## src/rtl/cpu_bus_seq.sv

```systemverilog
// Byte-serial CPU bus sequencer. It splits one read or write of up to MAX_BYTES
// bytes into single-byte bus accesses and assembles a little-endian read result.
module cpu_bus_seq #(
  parameter int DATA_WIDTH = 8,
  parameter int ADDR_WIDTH = 24,
  parameter int MAX_BYTES  = 3,
  parameter int LEN_WIDTH  = 3
) (
  input  logic                            clk,
  input  logic                            rst,
  input  logic                            enable,
  input  logic                            start,
  input  logic                            start_which,
  input  logic [ADDR_WIDTH-1:0]           start_addr,
  input  logic [LEN_WIDTH-1:0]            start_len,
  input  logic                            bank_wrap,
  input  logic [MAX_BYTES*DATA_WIDTH-1:0] wr_data,
  input  logic [DATA_WIDTH-1:0]           data_in,
  input  logic                            bus_ack,
  output logic                            req_rdwr,
  output logic                            which_rdwr,
  output logic [ADDR_WIDTH-1:0]           addr,
  output logic [DATA_WIDTH-1:0]           data_out,
  output logic                            busy,
  output logic                            done,
  output logic [MAX_BYTES*DATA_WIDTH-1:0] rd_data
);

  localparam int BUF_W = MAX_BYTES * DATA_WIDTH;
  localparam logic [LEN_WIDTH-1:0]  MAX_LEN = LEN_WIDTH'(MAX_BYTES);
  localparam logic [LEN_WIDTH-1:0]  ONE_L   = LEN_WIDTH'(1);
  localparam logic [ADDR_WIDTH-1:0] ONE_A   = ADDR_WIDTH'(1);

  typedef enum logic [1:0] {
    S_IDLE = 2'd0,
    S_XFER = 2'd1,
    S_DONE = 2'd2
  } state_t;

  state_t                  r_state, w_state_nxt;
  logic                    r_req, w_req_nxt;
  logic                    r_which, w_which_nxt;
  logic [ADDR_WIDTH-1:0]   r_addr, w_addr_nxt;
  logic [DATA_WIDTH-1:0]   r_dout, w_dout_nxt;
  logic                    r_busy, w_busy_nxt;
  logic                    r_done, w_done_nxt;
  logic [BUF_W-1:0]        r_rd, w_rd_nxt;
  logic [BUF_W-1:0]        r_wbuf, w_wbuf_nxt;
  logic                    r_wrap, w_wrap_nxt;
  logic [LEN_WIDTH-1:0]    r_last, w_last_nxt;
  logic [LEN_WIDTH-1:0]    r_idx, w_idx_nxt;

  logic [LEN_WIDTH-1:0]    w_last_start;
  logic [LEN_WIDTH-1:0]    w_idx_inc;
  logic [ADDR_WIDTH-1:0]   w_addr_inc;

  // The length is stored as "index of the last byte" so the XFER compare is direct.
  always_comb begin
    if (start_len == '0) begin
      w_last_start = '0;
    end else if (start_len > MAX_LEN) begin
      w_last_start = MAX_LEN - ONE_L;
    end else begin
      w_last_start = start_len - ONE_L;
    end
  end

  assign w_idx_inc  = r_idx + ONE_L;
  assign w_addr_inc = r_wrap ? {r_addr[ADDR_WIDTH-1:16], r_addr[15:0] + 16'd1}
                             : r_addr + ONE_A;

  // NOTE: every next-state signal takes its held value first, so no path through
  // the case below can leave one unassigned and infer a latch.
  always_comb begin
    w_state_nxt = r_state;
    w_req_nxt   = r_req;
    w_which_nxt = r_which;
    w_addr_nxt  = r_addr;
    w_dout_nxt  = r_dout;
    w_busy_nxt  = r_busy;
    w_done_nxt  = r_done;
    w_rd_nxt    = r_rd;
    w_wbuf_nxt  = r_wbuf;
    w_wrap_nxt  = r_wrap;
    w_last_nxt  = r_last;
    w_idx_nxt   = r_idx;

    unique case (r_state)
      S_IDLE: begin
        w_done_nxt = 1'b0;
        if (start) begin
          w_state_nxt = S_XFER;
          w_which_nxt = start_which;
          w_addr_nxt  = start_addr;
          w_wrap_nxt  = bank_wrap;
          w_last_nxt  = w_last_start;
          w_wbuf_nxt  = wr_data;
          w_rd_nxt    = '0;
          w_idx_nxt   = '0;
          w_req_nxt   = 1'b1;
          w_busy_nxt  = 1'b1;
          w_dout_nxt  = start_which ? wr_data[DATA_WIDTH-1:0] : '0;
        end
      end

      S_XFER: begin
        if (bus_ack) begin
          if (!r_which) begin
            w_rd_nxt[int'(r_idx)*DATA_WIDTH +: DATA_WIDTH] = data_in;
          end
          w_addr_nxt = w_addr_inc;
          if (r_idx == r_last) begin
            // Last byte: drop the request on this same edge and pulse done next.
            w_state_nxt = S_DONE;
            w_req_nxt   = 1'b0;
            w_dout_nxt  = '0;
            w_done_nxt  = 1'b1;
          end else begin
            w_idx_nxt  = w_idx_inc;
            w_dout_nxt = r_which ? r_wbuf[int'(w_idx_inc)*DATA_WIDTH +: DATA_WIDTH] : '0;
          end
        end
      end

      S_DONE: begin
        w_state_nxt = S_IDLE;
        w_done_nxt  = 1'b0;
        w_busy_nxt  = 1'b0;
      end

      default: begin
        w_state_nxt = S_IDLE;
        w_req_nxt   = 1'b0;
        w_busy_nxt  = 1'b0;
        w_done_nxt  = 1'b0;
      end
    endcase
  end

  // NOTE: the write buffer and read assembly register are plain flops, so they
  // are cleared with everything else; a reset mid-transfer leaves nothing stale.
  always_ff @(posedge clk) begin
    if (!rst) begin
      r_state <= S_IDLE;
      r_req   <= 1'b0;
      r_which <= 1'b0;
      r_addr  <= '0;
      r_dout  <= '0;
      r_busy  <= 1'b0;
      r_done  <= 1'b0;
      r_rd    <= '0;
      r_wbuf  <= '0;
      r_wrap  <= 1'b0;
      r_last  <= '0;
      r_idx   <= '0;
    end else if (enable) begin
      // NOTE: non-blocking updates so every flop samples the pre-edge values.
      r_state <= w_state_nxt;
      r_req   <= w_req_nxt;
      r_which <= w_which_nxt;
      r_addr  <= w_addr_nxt;
      r_dout  <= w_dout_nxt;
      r_busy  <= w_busy_nxt;
      r_done  <= w_done_nxt;
      r_rd    <= w_rd_nxt;
      r_wbuf  <= w_wbuf_nxt;
      r_wrap  <= w_wrap_nxt;
      r_last  <= w_last_nxt;
      r_idx   <= w_idx_nxt;
    end
  end

  assign req_rdwr   = r_req;
  assign which_rdwr = r_which;
  assign addr       = r_addr;
  assign data_out   = r_dout;
  assign busy       = r_busy;
  assign done       = r_done;
  assign rd_data    = r_rd;

endmodule

```

## config.mk

```make
export PLATFORM = sky130hd
export DESIGN_NAME = cpu_bus_seq
export DESIGN_NICKNAME = d
export VERILOG_FILES = /design/src/rtl/cpu_bus_seq.sv
export SDC_FILE = /design/constraint.sdc
export NUM_CORES = 1
export LEC_CHECK = 0
export ABC_AREA = 1
export CELL_PAD_IN_SITES_DETAIL_PLACEMENT = 0
export CELL_PAD_IN_SITES_GLOBAL_PLACEMENT = 2
export CORE_ASPECT_RATIO = 0.6
export CORE_MARGIN = 5
export CORE_UTILIZATION = 24
export CTS_BUF_LIST = sky130_fd_sc_hd__clkbuf_4
export DETAILED_ROUTE_END_ITERATION = 10
export PLACE_DENSITY_LB_ADDON = 0.2
export REMOVE_ABC_BUFFERS = 1
export SYNTH_ARGS = -nofsm -noshare
export SYNTH_HDL_FRONTEND = slang
export SYNTH_SLANG_ARGS = --single-unit
export TNS_END_PERCENT = 100
```

## constraint.sdc

```tcl
create_clock -name clk -period 2.23 [get_ports clk]
set_input_delay 0.3345 -clock clk [delete_from_list [all_inputs] [get_ports clk]]
set_output_delay 0.3345 -clock clk [all_outputs]
set_load 0.01 [all_outputs]
```

* Yosys cells after proc, flatten, opt, wreduce, memory -nomap -nowiden
Index checks and enable logic that the tools add are counted.
** Storage, ports and cells
- Word-level logic and storage cells :: 78
- Output and inout bits :: 60
- Bits of input ports :: 66
- Bits in registers :: 93
** Operators by class
- Multiplexer cells :: 33
- Shift-type cells :: 3
- Reduce and logical (&&, ||, !) cells :: 12
- $lt $le $gt $ge :: 1
- Bitwise operators :: 2
- $add $sub $neg :: 5
- Equality and inequality tests :: 9
** Operators by type and width (count)
- $mux 24 :: 6
- $pmux 24 s2 :: 2
- $mux 8 :: 5
- $neg 6->33 :: 1
- $shift 8x33->24 const A :: 1
- $shiftx 8x33->24 :: 1
- $add 24x1->24 const B :: 1
- $bwmux 24 :: 1
- $shiftx 24x7->8 :: 1
- $reduce_and 5->1 :: 4
- $add 16x1->16 const B :: 1
- $pmux 8 s2 :: 1
- $mux 3 :: 5
- $ne 2x2->1 const B :: 6
- $reduce_and 3->1 :: 3
- $reduce_and 4->1 :: 2
- $mux 1 :: 6
- $mux 2 :: 3
- $pmux 3 s2 :: 1
- $pmux 2 s2 :: 1
- $add 3x1->3 const B :: 1
- $eq 3x3->1 :: 1
- $gt 3x2->1 const B :: 1
- $logic_not 3->1 :: 1
- other kinds (8) :: 9

* Longest topological paths before layout
Gate-level depths: netlist of run 1.
- Depth after elaboration :: 6
- Depth in mapped cells :: 13

* Least setup slack after synthesis of run 1
OpenSTA, ideal clock, no wires.
- Path type :: register to register
- From :: reg r_idx[0]
- To :: reg r_rd[2] (netlist: rd_data[2])
- Data arrival time :: 1.940 ns
- Data required time :: 2.098 ns
- Cell stages (with the launch flop) :: 12
- Path slack :: 0.158 ns
- Cell sequence :: dfxtp_1 > buf_2 > inv_1 > buf_2 > ha_1 > ha_1 > nor2_1 > nand3_1 > nand2_1 > nand2_1 > nand2_1 > a21oi_1
** On the way
- Longest elaborated chain between the ends :: 6
- Elaborated cells between the ends (all ways) :: 7
- Those cells by class :: add/sub (1); shift (2); mux (4)
** RTL lines
- start, declared :: RTL line 51 : logic [LEN_WIDTH-1:0] r_idx, w_idx_nxt;
- start signal, assigned :: RTL line 169 : r_idx <= w_idx_nxt;
- $neg 6->33 * :: RTL line 109 : w_rd_nxt[int'(r_idx)*DATA_WIDTH +: DATA_WIDTH] = data_in;
- $shiftx 8x33->24 / $shift 8x33->24 (equally long branches) :: RTL line 109
- $bwmux 24 * :: RTL line 109
- $mux 24 * :: RTL line 108 : if (!r_which) begin
- $mux 24 * :: RTL line 107 : if (bus_ack) begin
- $pmux 24 s2 * :: RTL line 88 : unique case (r_state)
- end signal, assigned :: RTL line 165 : r_rd <= w_rd_nxt;
- end, declared :: RTL line 47 : logic [BUF_W-1:0] r_rd, w_rd_nxt;
Mark *: on every way between the ends. The rest lies on a longest branch, timed or not. The select of a mux whose other input is x is not followed.
A chain may end at the register's enable or synchronous reset.

* Final worst setup path of run 1
- From :: reg r_addr[0] (netlist: addr[0])
- To :: reg r_addr[20] (netlist: addr[20])
** On the way
- Longest elaborated chain between the ends :: 4
** RTL lines
- start, declared :: RTL line 43 : logic [ADDR_WIDTH-1:0] r_addr, w_addr_nxt;
- start signal, assigned :: RTL line 161 : r_addr <= w_addr_nxt;
- $add 24x1->24 :: RTL line 70 : : r_addr + ONE_A;
- $mux 24 :: RTL line 69 : assign w_addr_inc = r_wrap ? {r_addr[ADDR_WIDTH-1:16], r_addr[15:0] + 16'd1}
- $mux 24 :: RTL line 107
- $pmux 24 s2 :: RTL line 88
No other way between the ends. The select of a mux whose other input is x is not followed.

==> summary.md, run 1 <==
| Metric | Value |
|---|---|
| Result of the run | `complete, no violations` |
| Root buffer selected by CTS | `clkbuf_4` |
| Number of register bits inferred by synthesis | `93` |
| Mean post-synth cell area | `6.539 um2` |
| Share of cells above drive strength 1 | `~7.2%` |
| Initial cell density of the core | `24.26%` |
| Clk_skew | `0.02661 ns` |
| Worst slew margin | `57.45%` |
| RSZ-0062 raised after global routing | `no` |
| Average wire per standard cell | `15.94 um` |
| Syn Inst Count | `739` |
| Clock latency on the worst-skew pair | `0.47 ns` |
| Antenna Violating Nets Remaining | `0` |
| Power density over the cells | `between 600 and 700 nW/um2` |
| Clock Path Buffers | `2` |
| Slew at the pin closest to its max-slew limit | `0.6360 ns` |
| Inserted Diodes | `0` |
| Residual overflow from global routing | `0` |
| Clock Sink Count | `93` |
| CTS tree | `yes` |
| Maximum number of pins on one net before global-route repair | `between 40 and 50` |
| Final max-slew violation count | `0` |
| Fraction of post-synthesis cell area in the top cell type by area | `38.53%` |
| Aggregate negative setup slack | `0 ns` |
| Lkg Pwr | `2.610 nW` |
| Summed instance area of the synthesized netlist | `4832 um2` |
| Most frequent CP cell | `nand2_1` |
| Number of buffers inserted during clock tree synthesis | `9` |
| Sequential cell area fraction in the yosys report | `38.53%` |
| Critical path fanouts, max | `5` |
| First-pass GRT wire length | `28980 um` |
| Count of vias placed by the detailed router | `between 5000 and 6000` |
| Horiz. Die Dim | `193.2 um` |
| H-tree levels | `3` |
| Crit path cell chain | `ha_1, nand2_1, nor2_1, nand2_1, nor2_1, nand2_1, nand2_1, nand3_1, a21oi_1` |
| Largest delay share family, worst path | `simple AND/OR/NAND/NOR gates` |
| Filler Cell Count | `2228` |
| Total die area | `23160 um2` |
| Vias per Instance | `around 4.6` |
| Quantity of hold-fixing buffers added after cts | `0` |
| Vias in the first global route | `5165` |
| Number of cells after detailed placement | `~1100` |
| Clock Pin Slew Worst Setup and Hold Paths | `0.17 ns` |
| Sequential cell area | `1863 um2` |
| Overall power of the completed layout | `4.332 mW` |
| Detailed Route Iter0 Violations | `336` |
| Area contributors post-synth | `dfxtp_1 39%, nor2_1 12%, nand2_1 11%` |
| DRC | `0` |
| Hold Path Class | `in -> reg` |
| Cell taking the most area after synthesis | `dfxtp_1` |
| Signed area change from the synthesized netlist to the final layout | `38.30%` |
| Critical path startpoint category | `flop` |
| Fin nets | `949` |
| Biggest cell delay along the critical path | `0.44 ns` |
| Final period demand of the worst path | `2.059 ns` |
| Antenna violations before repair | `0` |
| Fin cells | `between 1000 and 1500` |
| Global-route total usage across every layer | `16.07%` |
| Worst setup EP type | `flop` |
| Placer's final routability congestion estimate | `0.8756` |
| Total count of hold-check failures in the final report | `0` |
| Data required time of the worst path | `2.65 ns` |
| Crit path DAT | `2.47 ns` |
| Multi-input gate area in the final layout | `2600 um2` |
| Area post-placement | `6496 um2` |
| Dpl hpwl | `~14000 um` |
| Worst Hold Slack | `0.3353 ns` |
| Die Span Y | `119.9 um` |
| Max frequency | `0.4856 GHz` |
| Crit path max-delay cell type | `dfxtp_1` |
| Worst IR drop on VDD | `0.0002450 V` |
| Number of I/O pins | `126` |
| Critical path buffer and inverter count | `0` |
| Number of library cell types mapped by synthesis | `32` |
| Summed area of non-filler cells in the final layout | `6683 um2` |
| Number of warnings printed during yosys synthesis | `0` |
| Port-buffer cells | `125` |
| Max-cap violations | `0` |
| Core area | `19920 um2` |
| Site row count | `40` |
| Share of the clock period used by the worst path | `a little over 90%` |
| WS Path Type | `reg -> reg` |
| Count of final setup violators | `0` |
| Total wirelength of the detailed-routed design | `18360 um` |
| 1st-pass router iterations | `5` |
==> cell families after synthesis <==
logic type,count (synthesis),synth area share [%]
fa+ha+maj,9,2.330
xor+xnor,4,0.7251
simple gates,385,33.40
flops,93,38.53
buf+inv,88,7.664
compound gates,160,17.35
==> worst paths after layout <==
check	startpoint	end	slack, ns	cells past startpoint
setup reg to reg	addr[0]	addr[20]	0.17	9
setup / recovery	addr[0]	addr[20]	0.17	9
hold / removal	rst	r_state[1]	0.34	3
hold reg to reg	rd_data[0]	rd_data[0]	0.48	2
==> sequential cells by signal, indices dropped and copies added, names as in the netlist <==
name and count:
req_rdwr 1, rd_data 24, r_last 3, busy 1, r_wbuf 24, done 1
r_idx 3, data_out 8, r_wrap 1, addr 24, which_rdwr 1, r_state 2
==> where the power goes <==
group | switching, mW | internal [mW]
sequential | 0.140 | 1.81
clock | 0.627 | 0.583
combinational | 0.642 | 0.532
total | 1.41 | 2.92
==> Yosys cell counts, drive strengths merged <==
cell	count
o21bai	2
o21ai	65
a31oi	1
xnor2	3
ha	9
nand3	76
nand4	8
clkinv	2
or2	2
inv	53
nand2	137
dfxtp	93
nor3	4
o31ai	1
a21oi	80
clkbuf	12
o21a	3
o22ai	8
buf	21
xor2	1
nor2	157
and2	1
==> worst min-delay path, stage by stage <==
cell and delay, ns:
buf_2 0.12, clkinv_1 0.25, a21oi_1 0.06
==> cells in the final DEF (no fill, tap or decap), types with 2 or more instances in the layout <==
cell / n
o22ai_1: 8
o21ai_0: 65
inv_2: 3
xnor2_1: 3
clkbuf_4: 10
clkdlybuf4s50_1: 124
or2_2: 2
o21bai_1: 2
nor2_1: 152
nand2_1: 136
buf_4: 32
nand3_1: 75
ha_1: 9
nand4_1: 8
bufinv_16: 3
inv_1: 50
nor2_2: 3
clkinv_1: 3
nor2_4: 2
a21oi_1: 79
o21a_1: 3
nor3_1: 3
dfxtp_1: 92
==> final cells by class <==
type	instances	share of cell area, %
Multi-Input combinational cell	558	38.91
Inverter	55	3.089
Timing Repair Buffer	157	22.24
Sequential cell	93	27.88
Clock buffer	10	1.123
Tap cell	273	5.111
Clock inverter	6	1.648
==> per-stage QoR <==
| step | worst slack [ns] | util, % |
|---|---|---|
| 3_5_place_dp | 0.1550 | 32.61 |
| 5_1_grt | 0.01200 | 33.55 |
| 2_1_floorplan | -0.2648 | - |
| 3_3_place_gp | 0.2001 | 32.61 |
| 6_report | 0.1707 | 33.55 |
| 4_1_cts | 0.1344 | 33.54 |
==> timing repair <==
action                                  CTS  global route
buffers inserted                          0             0
resized for setup                         0             1
endpoints found under the setup margin    0            16
==> per-layer routing <==
metal | routed length (um) | up-vias | track usage (%)
met2 | 7048 | 124 | 21.74
met4 | 148 | 0 | 2.741
met3 | 1069 | 10 | 4.099
met1 | 10100 | 2452 | 25.42
met5 | 0 | - | 0
li1 | - | 2691 | -
Power figures use the tool's default switching activity.
==> run 2: changes to the inputs <==
--- a/config.mk
+++ b/config.mk
@@ -6,6 +6,7 @@
 export NUM_CORES = 1
 export LEC_CHECK = 0
 export ABC_AREA = 1
+export CAP_MARGIN = 25
 export CELL_PAD_IN_SITES_DETAIL_PLACEMENT = 0
 export CELL_PAD_IN_SITES_GLOBAL_PLACEMENT = 2
 export CORE_ASPECT_RATIO = 0.6
==> results of run 2 <==
Final layout, timing and power as in run 1 (identical DEF).
